File: src/rtl/bus_cycle_arbiter.sv
// bus_cycle_arbiter: round-robin two-requester 8086-style bus cycle sequencer with wait-state timeout
module bus_cycle_arbiter #(
  parameter int MAX_WAIT = 15,
  parameter int WAIT_W   = 4
) (
  input  logic        CLK,
  input  logic        RESET,
  input  logic [1:0]  req,
  input  logic        req_wr_0,
  input  logic        req_wr_1,
  input  logic        req_iom_0,
  input  logic        req_iom_1,
  input  logic [19:0] req_addr_0,
  input  logic [19:0] req_addr_1,
  input  logic [7:0]  req_wdata_0,
  input  logic [7:0]  req_wdata_1,
  output logic [1:0]  gnt,
  output logic [1:0]  done,
  output logic        err,
  output logic [7:0]  rdata,
  output logic        ALE,
  output logic        CS,
  output logic        IOM,
  output logic        RD,
  output logic        WR,
  output logic [19:0] Address,
  output logic [7:0]  Data_out,
  output logic        data_oe,
  input  logic [7:0]  Data_in,
  input  logic        READY
);
  typedef enum logic [2:0] {IDLE, T1, T2, T3, TW, T4} state_t;
  state_t state, state_d;
  logic owner, owner_d, last, last_d, cyc_wr, cyc_wr_d, iom_d, ale_d, cs_d, rd_d, wr_d, oe_d, err_d, finish;
  logic [1:0] gnt_d, done_d;
  logic [19:0] addr_d;
  logic [7:0] wdata_d, rdata_d;
  logic [WAIT_W-1:0] cnt, cnt_d;
  assign finish = READY || (state == TW && cnt == WAIT_W'(MAX_WAIT));
  // next-state and next-output logic; every output is registered from these values
  always_comb begin
    state_d = state;
    owner_d = owner;
    last_d = last;
    cyc_wr_d = cyc_wr;
    iom_d = IOM;
    addr_d = Address;
    wdata_d = Data_out;
    rdata_d = rdata;
    cnt_d = cnt;
    ale_d = 1'b0;
    cs_d = 1'b0;
    rd_d = 1'b1;
    wr_d = 1'b1;
    oe_d = 1'b0;
    gnt_d = 2'b00;
    done_d = 2'b00;
    err_d = 1'b0;
    case (state)
      IDLE: if (|req) begin
        owner_d = &req ? ~last : req[1];
        cyc_wr_d = owner_d ? req_wr_1 : req_wr_0;
        iom_d = owner_d ? req_iom_1 : req_iom_0;
        addr_d = owner_d ? req_addr_1 : req_addr_0;
        wdata_d = owner_d ? req_wdata_1 : req_wdata_0;
        gnt_d = owner_d ? 2'b10 : 2'b01;
        ale_d = 1'b1;
        cs_d = 1'b1;
        cnt_d = '0;
        state_d = T1;
      end
      T1, T2: begin
        state_d = (state == T1) ? T2 : T3;
        cs_d = 1'b1;
        {rd_d, wr_d, oe_d} = {cyc_wr, ~cyc_wr, cyc_wr};
      end
      T3, TW: begin
        cs_d = 1'b1;
        if (finish) begin
          state_d = T4;
          done_d = owner ? 2'b10 : 2'b01;
          err_d = ~READY;
          rdata_d = (READY && !cyc_wr) ? Data_in : rdata;
        end else begin
          state_d = TW;
          cnt_d = (state == T3) ? WAIT_W'(1) : cnt + 1'b1;
          {rd_d, wr_d, oe_d} = {cyc_wr, ~cyc_wr, cyc_wr};
        end
      end
      T4: begin
        state_d = IDLE;
        last_d = owner;
        cnt_d = '0;
      end
      default: state_d = IDLE;
    endcase
  end
  // state and output registers; reset forces strobes inactive immediately
  always_ff @(posedge CLK or negedge RESET) begin
    if (!RESET) begin
      state <= IDLE;
      owner <= 1'b0;
      last <= 1'b1;
      cyc_wr <= 1'b0;
      cnt <= '0;
      ALE <= 1'b0;
      CS <= 1'b0;
      IOM <= 1'b0;
      RD <= 1'b1;
      WR <= 1'b1;
      Address <= '0;
      Data_out <= '0;
      data_oe <= 1'b0;
      gnt <= 2'b00;
      done <= 2'b00;
      err <= 1'b0;
      rdata <= '0;
    end else begin
      state <= state_d;
      owner <= owner_d;
      last <= last_d;
      cyc_wr <= cyc_wr_d;
      cnt <= cnt_d;
      ALE <= ale_d;
      CS <= cs_d;
      IOM <= iom_d;
      RD <= rd_d;
      WR <= wr_d;
      Address <= addr_d;
      Data_out <= wdata_d;
      data_oe <= oe_d;
      gnt <= gnt_d;
      done <= done_d;
      err <= err_d;
      rdata <= rdata_d;
    end
  end
endmodule

File: config.mk
export PLATFORM = sky130hd
export DESIGN_NAME = bus_cycle_arbiter
export DESIGN_NICKNAME = d
export VERILOG_FILES = /design/src/rtl/bus_cycle_arbiter.sv
export SDC_FILE = /design/constraint.sdc
export NUM_CORES = 1
export LEC_CHECK = 0
export CORE_AREA = 2 2 89 91
export DETAILED_ROUTE_END_ITERATION = 16
export DIE_AREA = 0 0 91 93
export GPL_TIMING_DRIVEN = 1
export PLACE_DENSITY = 0.74
export SLEW_MARGIN = 0
export SYNTH_ARGS = -nofsm -noshare
export SYNTH_HDL_FRONTEND = slang
export SYNTH_SLANG_ARGS = --single-unit
File: constraint.sdc
create_clock -name CLK -period 2.3 [get_ports CLK]
set_input_delay 0.345 -clock CLK [delete_from_list [all_inputs] [get_ports CLK]]
set_output_delay 0.345 -clock CLK [all_outputs]
set_load 0.05 [all_outputs]
==> results of run 1 <==
[cell families (layout without fill, tap and decap cells)]
family,Yosys count,count (layout)
AND/OR/NAND/NOR,62,62
flip-flops,57,57
AO/OA/AOI/OAI,52,52
multiplexers,34,34
buffers and inverters,23,146
adder cells (fa/ha/maj),1,1
XOR/XNOR,1,1
[worst paths after layout]
path | startpoint | to | slack (ps) | depth (start not counted)
max in group asynchronous | RESET | last | 1620 | 2
min in group CLK | Address[6] | Address[6] | 470 | 2
worst min-delay path | RESET | rdata[1] | 30 | 1
worst max-delay path | state[2] | rdata[2] | 300 | 5
worst min register to register | Address[6] | Address[6] | 470 | 2
worst max register to register | state[2] | rdata[2] | 300 | 5
[final cells by class]
| cell class | count | area [um2] | share of cell area |
|---|---|---|---|
| Sequential cell | 57 | 1430 | 0.353 |
| Timing Repair Buffer | 124 | 1250 | 0.308 |
| Multi-Input combinational cell | 150 | 1030 | 0.254 |
| Clock buffer | 14 | 183 | 0.0451 |
| Tap cell | 102 | 128 | 0.0315 |
| Inverter | 6 | 22.5 | 0.00556 |
| Clock inverter | 2 | 10.0 | 0.00247 |
[cell usage in the layout, fill, tap and decap left out, types with 3 or more instances in the layout]
cell               n
o21ai_0           34
clkdlybuf4s50_1  118
nor3_1             3
buf_4              3
nand2_1           36
mux2_4             8
inv_1              6
a22oi_1            7
mux2i_1           24
nor2_1             6
nand3_1            4
dfrtp_1           54
dfstp_2            3
clkbuf_8          13
[routing by layer]
layer  global-route usage  routed length, um  vias up
li1                     -                  -     1032
met3               0.0556                494        4
met1                0.175               2490      952
met5                    0                  0        -
met2                0.259               3090       95
met4               0.0644                 52        0
[critical path, delay by kind of cell, from the launching register on]
family / cells / cell delay [ps]
buffers and inverters: 1 / 200
and+or+nand+nor: 2 / 700
DFF: 1 / 550
muxes: 1 / 320
AOI/OAI and AO/OA: 1 / 120
[synthesized netlist by cell type, types with 2 or more instances]
master,instances
nand3_1,4
o21ai_0,35
buf_6,4
nor2_1,6
and2_1,2
mux2i_1,24
nor3_1,3
dfrtp_1,54
clkbuf_1,7
mux2_4,8
dfstp_2,3
a22oi_1,7
buf_4,2
inv_1,6
nand2_1,36
a31oi_1,2
nor4_1,2
mux2_2,2
buf_2,4
[registers in the layout, indices dropped and copies added (netlist names), 2 cells and up]
register,flops
Address,20
Data_out,8
rdata,8
cnt,4
state,3
done,2
gnt,2
[power groups by stage]
| stage | Sequential (mW) | Clock (mW) | Combinational [mW] |
|---|---|---|---|
| 2_1_floorplan | 3.00 | 0 | 0.956 |
| 3_3_place_gp | 1.74 | 0 | 3.25 |
| 3_5_place_dp | 1.77 | 0 | 3.30 |
| 4_1_cts | 1.76 | 0.898 | 3.31 |
| 5_1_grt | 1.82 | 0.950 | 3.46 |
| 6_report | 1.75 | 0.860 | 3.27 |
[per-stage QoR]
| stage | hold WS [ps] | area (um2) | worst slack, ps |
|---|---|---|---|
| 6_report | 28.7 | 4050 | 301 |
| 5_1_grt | 65.1 | 4050 | 219 |
| 4_1_cts | 37.2 | 4050 | 302 |
| 3_5_place_dp | 388 | 3860 | 289 |
| 3_3_place_gp | 390 | 3860 | 341 |
| 2_1_floorplan | 49.4 | 2570 | 508 |
==> flow_metrics.tcl, run 1 <==
set metrics [dict create \
    maxSlewViolCount 0 \
    netSwitchingPower_mw 2.69 \
    firstDrtPassIters 5 \
    cap_violations 0 \
    avgRoutedWirePerCell_um 13.5 \
    clockBufferDepth 2 \
    yosysUniqueCellTypes 38 \
    leakagePower_nw 1.76 \
    diodes 0 \
    yosysSeqAreaShare 0.557 \
    path_clk_slew_ps 60 \
    netlist_area_mm2 0.00257 \
    synth-compound-area-share 0.122 \
    vias_per_cell 4.58 \
    htree_num_levels 3 \
    portBuffers 119 \
    synth_ff_type "dfrtp_1" \
    hold_viol 0 \
    netlist.area_leader.share 0.526 \
    synth_mux_area_frac 0.149 \
    peakVddDrop_uv 565 \
    fin_crit_sh 0.869 \
    arrival_ps 2200 \
    cts_tree "built" \
    synth_top_family_by_area "multiplexers" \
    place.gp.congestion 0.875 \
    required_ps 2500 \
    rsz0062_at_grt "no" \
    yosysTopAreaCell "dfrtp_1" \
    die_x_um 91 \
    fin_util 0.538 \
    grt_pass1_vias 2137 \
    fmax_mhz 500 \
    crit_fanout 10 \
    fp.dieArea_mm2 0.00846 \
    grt_overflow 0 \
    drt-total-wl_um 6120 \
    synth_xor_area_frac 0.00341 \
    status "complete, no violations" \
    cellPowerDensity_mw_per_mm2 1450 \
    synth_edf_count 0 \
    critical-path-max-stage-delay_ps 550 \
    final_cells 455 \
    fill_cells 698 \
    cts_root_buf "clkbuf_8" \
    hold_buffers 0 \
    cp-start-kind "flop" \
    min_path_type "input port to asynchronous set/reset pin" \
    drive_above_1_share 0.119 \
    power_mw 5.87 \
    max_slew_margin 0.601 \
    async_reset_ff_frac 1.00 \
    criticalPathCategory "flop to flop" \
    combPwrFrac 0.556 \
    clk-insertion-delay-late_ps 310 \
    finalSetupTns_ps 0 \
    fin_skew_ps 4.40 \
    drcViolationCount 0 \
    hpwlAfterDp_um 4710 \
    synth_area_leaders "dfrtp_1 53%, mux2i_1 9.4%, o21ai_0 6.8%, nand2_1 5.3%, mux2_4 4.7%" \
    yosys.area_share.simple 0.114 \
    cts_resized 0 \
    final.min_clock_period_ps 2000 \
    tightest_slew_ps 598 \
    initial_core_util 0.341 \
    row_count 32 \
    cts_sinks 57 \
    clkPwrFrac 0.146 \
    ys_ff_latch 57 \
    track_usage 0.153 \
    post_cts_buffers 0 \
    drt_iter0_drc 40 \
    vias 2083 \
    crit_path_end_kind "flop" \
    grt_max_degree 42 \
    chipHeight_um 93 \
    synth_fa_ha_area_frac 0.00487 \
    area_delta_synth_final_pct 57.8 \
    cts-buffers-inserted 9 \
    drtAntennaViolNets 0 \
    crit_slowest_cell "dfrtp_1" \
    power_frac_seq 0.298 \
    boundaryPins 120 \
    synth_area_per_cell_um2 11.2 \
    syn_inst 230 \
    synth_nets 304 \
    place_inst 439 \
    grt_antenna_before_repair 0 \
    yosys_warnings 0 \
    grt_pass1_wl_um 10100 \
    crit_path_cell_trace "or3b_1, o21ai_4, and3b_1, buf_4, mux2_4" \
    coreArea_mm2 0.00753 \
    p_int_mw 3.19 \
    setup_violations 0 \
    layout.nets 422 \
    swShare 0.458 \
]
Power figures use the tool's default switching activity.
==> run 2: changes to the inputs <==
clock period = 2.4 ns   (was 2.3 ns; I/O delays follow)
==> run 2 against run 1 <==
Via count grew 2.7%. Cell area grew 0.25%. Count of clock-buffer cells in the layout is the same. First-iteration DRC count grew 2.5%. Critical path depth shrank 1. Combinational power shrank 4%. Power shrank 2.3%. Core utilization grew 0.13 points. Maximum frequency shrank 5.1%. Die area is the same. Sequential power shrank 5%. Global-route usage grew 0.41 points. Critical path type unchanged. Largest power group unchanged.
==> flow_metrics.tcl, run 2 (same netlist as run 1, synthesis figures left out) <==
set metrics [dict create \
    boundaryPins 120 \
    layout.nets 423 \
    drtAntennaViolNets 0 \
    grt_pass1_vias 2156 \
    fmax_mhz 474 \
    leakagePower_nw 1.77 \
    track_usage 0.157 \
    diodes 0 \
    setup_violations 0 \
    maxSlewViolCount 0 \
    swShare 0.454 \
    largest_reg_flops 20 \
    row_count 32 \
    required_ps 2610 \
    r2r_start "state[0]" \
    layout_common_cells "118 x clkdlybuf4s50_1, 54 x dfrtp_1, 36 x nand2_1" \
    fin_skew_ps 6.80 \
    grt_max_degree 39 \
    final_common_cell "clkdlybuf4s50_1" \
    arrival_ps 2320 \
    area_delta_synth_final_pct 58.2 \
    power_frac_seq 0.290 \
    cts_tree "built" \
    regMostFlops "Address" \
    r2r-end "rdata[6]" \
    clkPwrFrac 0.161 \
    grt_overflow 0 \
    status "complete, no violations" \
    hold_buffers 0 \
    clockBufferDepth 2 \
    grt_antenna_before_repair 0 \
    cts_resized 0 \
    hold_viol 0 \
    crit_fanout 11 \
    ff_latch_area_mm2 0.00143 \
    post_cts_buffers 0 \
    finalSetupTns_ps 0 \
    tightest_slew_ps 538 \
    drive_above_1_share 0.119 \
    reg2reg_depth 4 \
    die_x_um 91 \
    coreArea_mm2 0.00753 \
    reg2reg_slack_ps 290 \
    netSwitchingPower_mw 2.60 \
    cap_violations 0 \
    reg_top3 "Address (20), Data_out (8), rdata (8)" \
    cp-start-kind "flop" \
    drcViolationCount 0 \
    fin_crit_sh 0.878 \
    drt_iter0_drc 41 \
    fp.dieArea_mm2 0.00846 \
    peakVddDrop_uv 592 \
    grt_pass1_wl_um 10500 \
    initial_core_util 0.341 \
    cts_root_buf "clkbuf_8" \
    chipHeight_um 93 \
    drt-total-wl_um 6310 \
    rsz0062_at_grt "no" \
    final.min_clock_period_ps 2110 \
    clk-insertion-delay-late_ps 330 \
    hpwlAfterDp_um 4860 \
    multi_input_area_mm2 0.00103 \
    whs_ps 2.93 \
    avgRoutedWirePerCell_um 13.8 \
    place.gp.congestion 0.902 \
    crit_path_end_kind "flop" \
    path_clk_slew_ps 60 \
    p_int_mw 3.13 \
    cts_sinks 57 \
    max_slew_margin 0.640 \
    cellPowerDensity_mw_per_mm2 1410 \
    min_path_type "input port to asynchronous set/reset pin" \
    combPwrFrac 0.549 \
    firstDrtPassIters 4 \
    htree_num_levels 3 \
    portBuffers 119 \
    vias 2140 \
    vias_per_cell 4.69 \
    criticalPathCategory "flop to flop" \
    cts-buffers-inserted 9 \
    fill_cells 709 \
]
-- run 2: per-stage QoR --
| stage | cells | cell area, um2 | utilization | setup slack [ps] | total power, mW |
|---|---|---|---|---|---|
| 2_1_floorplan | 230 | 2570 | - | 608 | 3.79 |
| 3_3_place_gp | 440 | 3850 | 0.512 | 397 | 4.78 |
| 3_5_place_dp | 440 | 3850 | 0.512 | 295 | 4.86 |
| 4_1_cts | 456 | 4060 | 0.540 | 276 | 5.81 |
| 5_1_grt | 456 | 4060 | 0.540 | 201 | 6.06 |
| 6_report | 456 | 4060 | 0.540 | 292 | 5.74 |
-- run 2: power groups by stage --
stage / registers (mW) / logic, mW / clock network [mW]
floorplan: 2.87 / 0.916 / 0
CTS: 1.67 / 3.19 / 0.954
detailed placement: 1.68 / 3.19 / 0
finish: 1.66 / 3.15 / 0.925
global route: 1.72 / 3.33 / 1.00
global placement: 1.66 / 3.13 / 0
-- run 2: how the worst max path moves through the flow --
| stage | from | to | cells past startpoint |
|---|---|---|---|
| final | state[0] | rdata[6] | 4 |
| after global routing | state[0] | rdata[3] | 4 |
| after CTS | state[0] | rdata[1] | 4 |
| after detailed placement | state[0] | rdata[3] | 4 |
| after global placement | state[1] | rdata[3] | 4 |
| after floorplan | state[1] | rdata[0] | 7 |
-- run 2: worst max-delay path, cell delays in order (launching register included) --
cell and delay (ps):
dfrtp_1 490, or3b_1 520, o21ai_4 110, and3b_1 520, mux2_4 350
-- run 2: cell type report --
cell class,count,share of cell area
tap,102,0.0314
clock buffer,14,0.0425
inverter,6,0.00554
clock inverter,2,0.00862
multi-input combinational,150,0.254
timing repair buffer,125,0.306
sequential,57,0.352
-- run 2: per-layer routing --
layer / vias up / share of wire / GRT usage
met2: 95 / 0.49 / 0.252
met1: 998 / 0.42 / 0.189
met3: 8 / 0.074 / 0.0532
li1: 1039 / - / -
met4: 0 / 0.014 / 0.0758
met5: - / 0 / 0
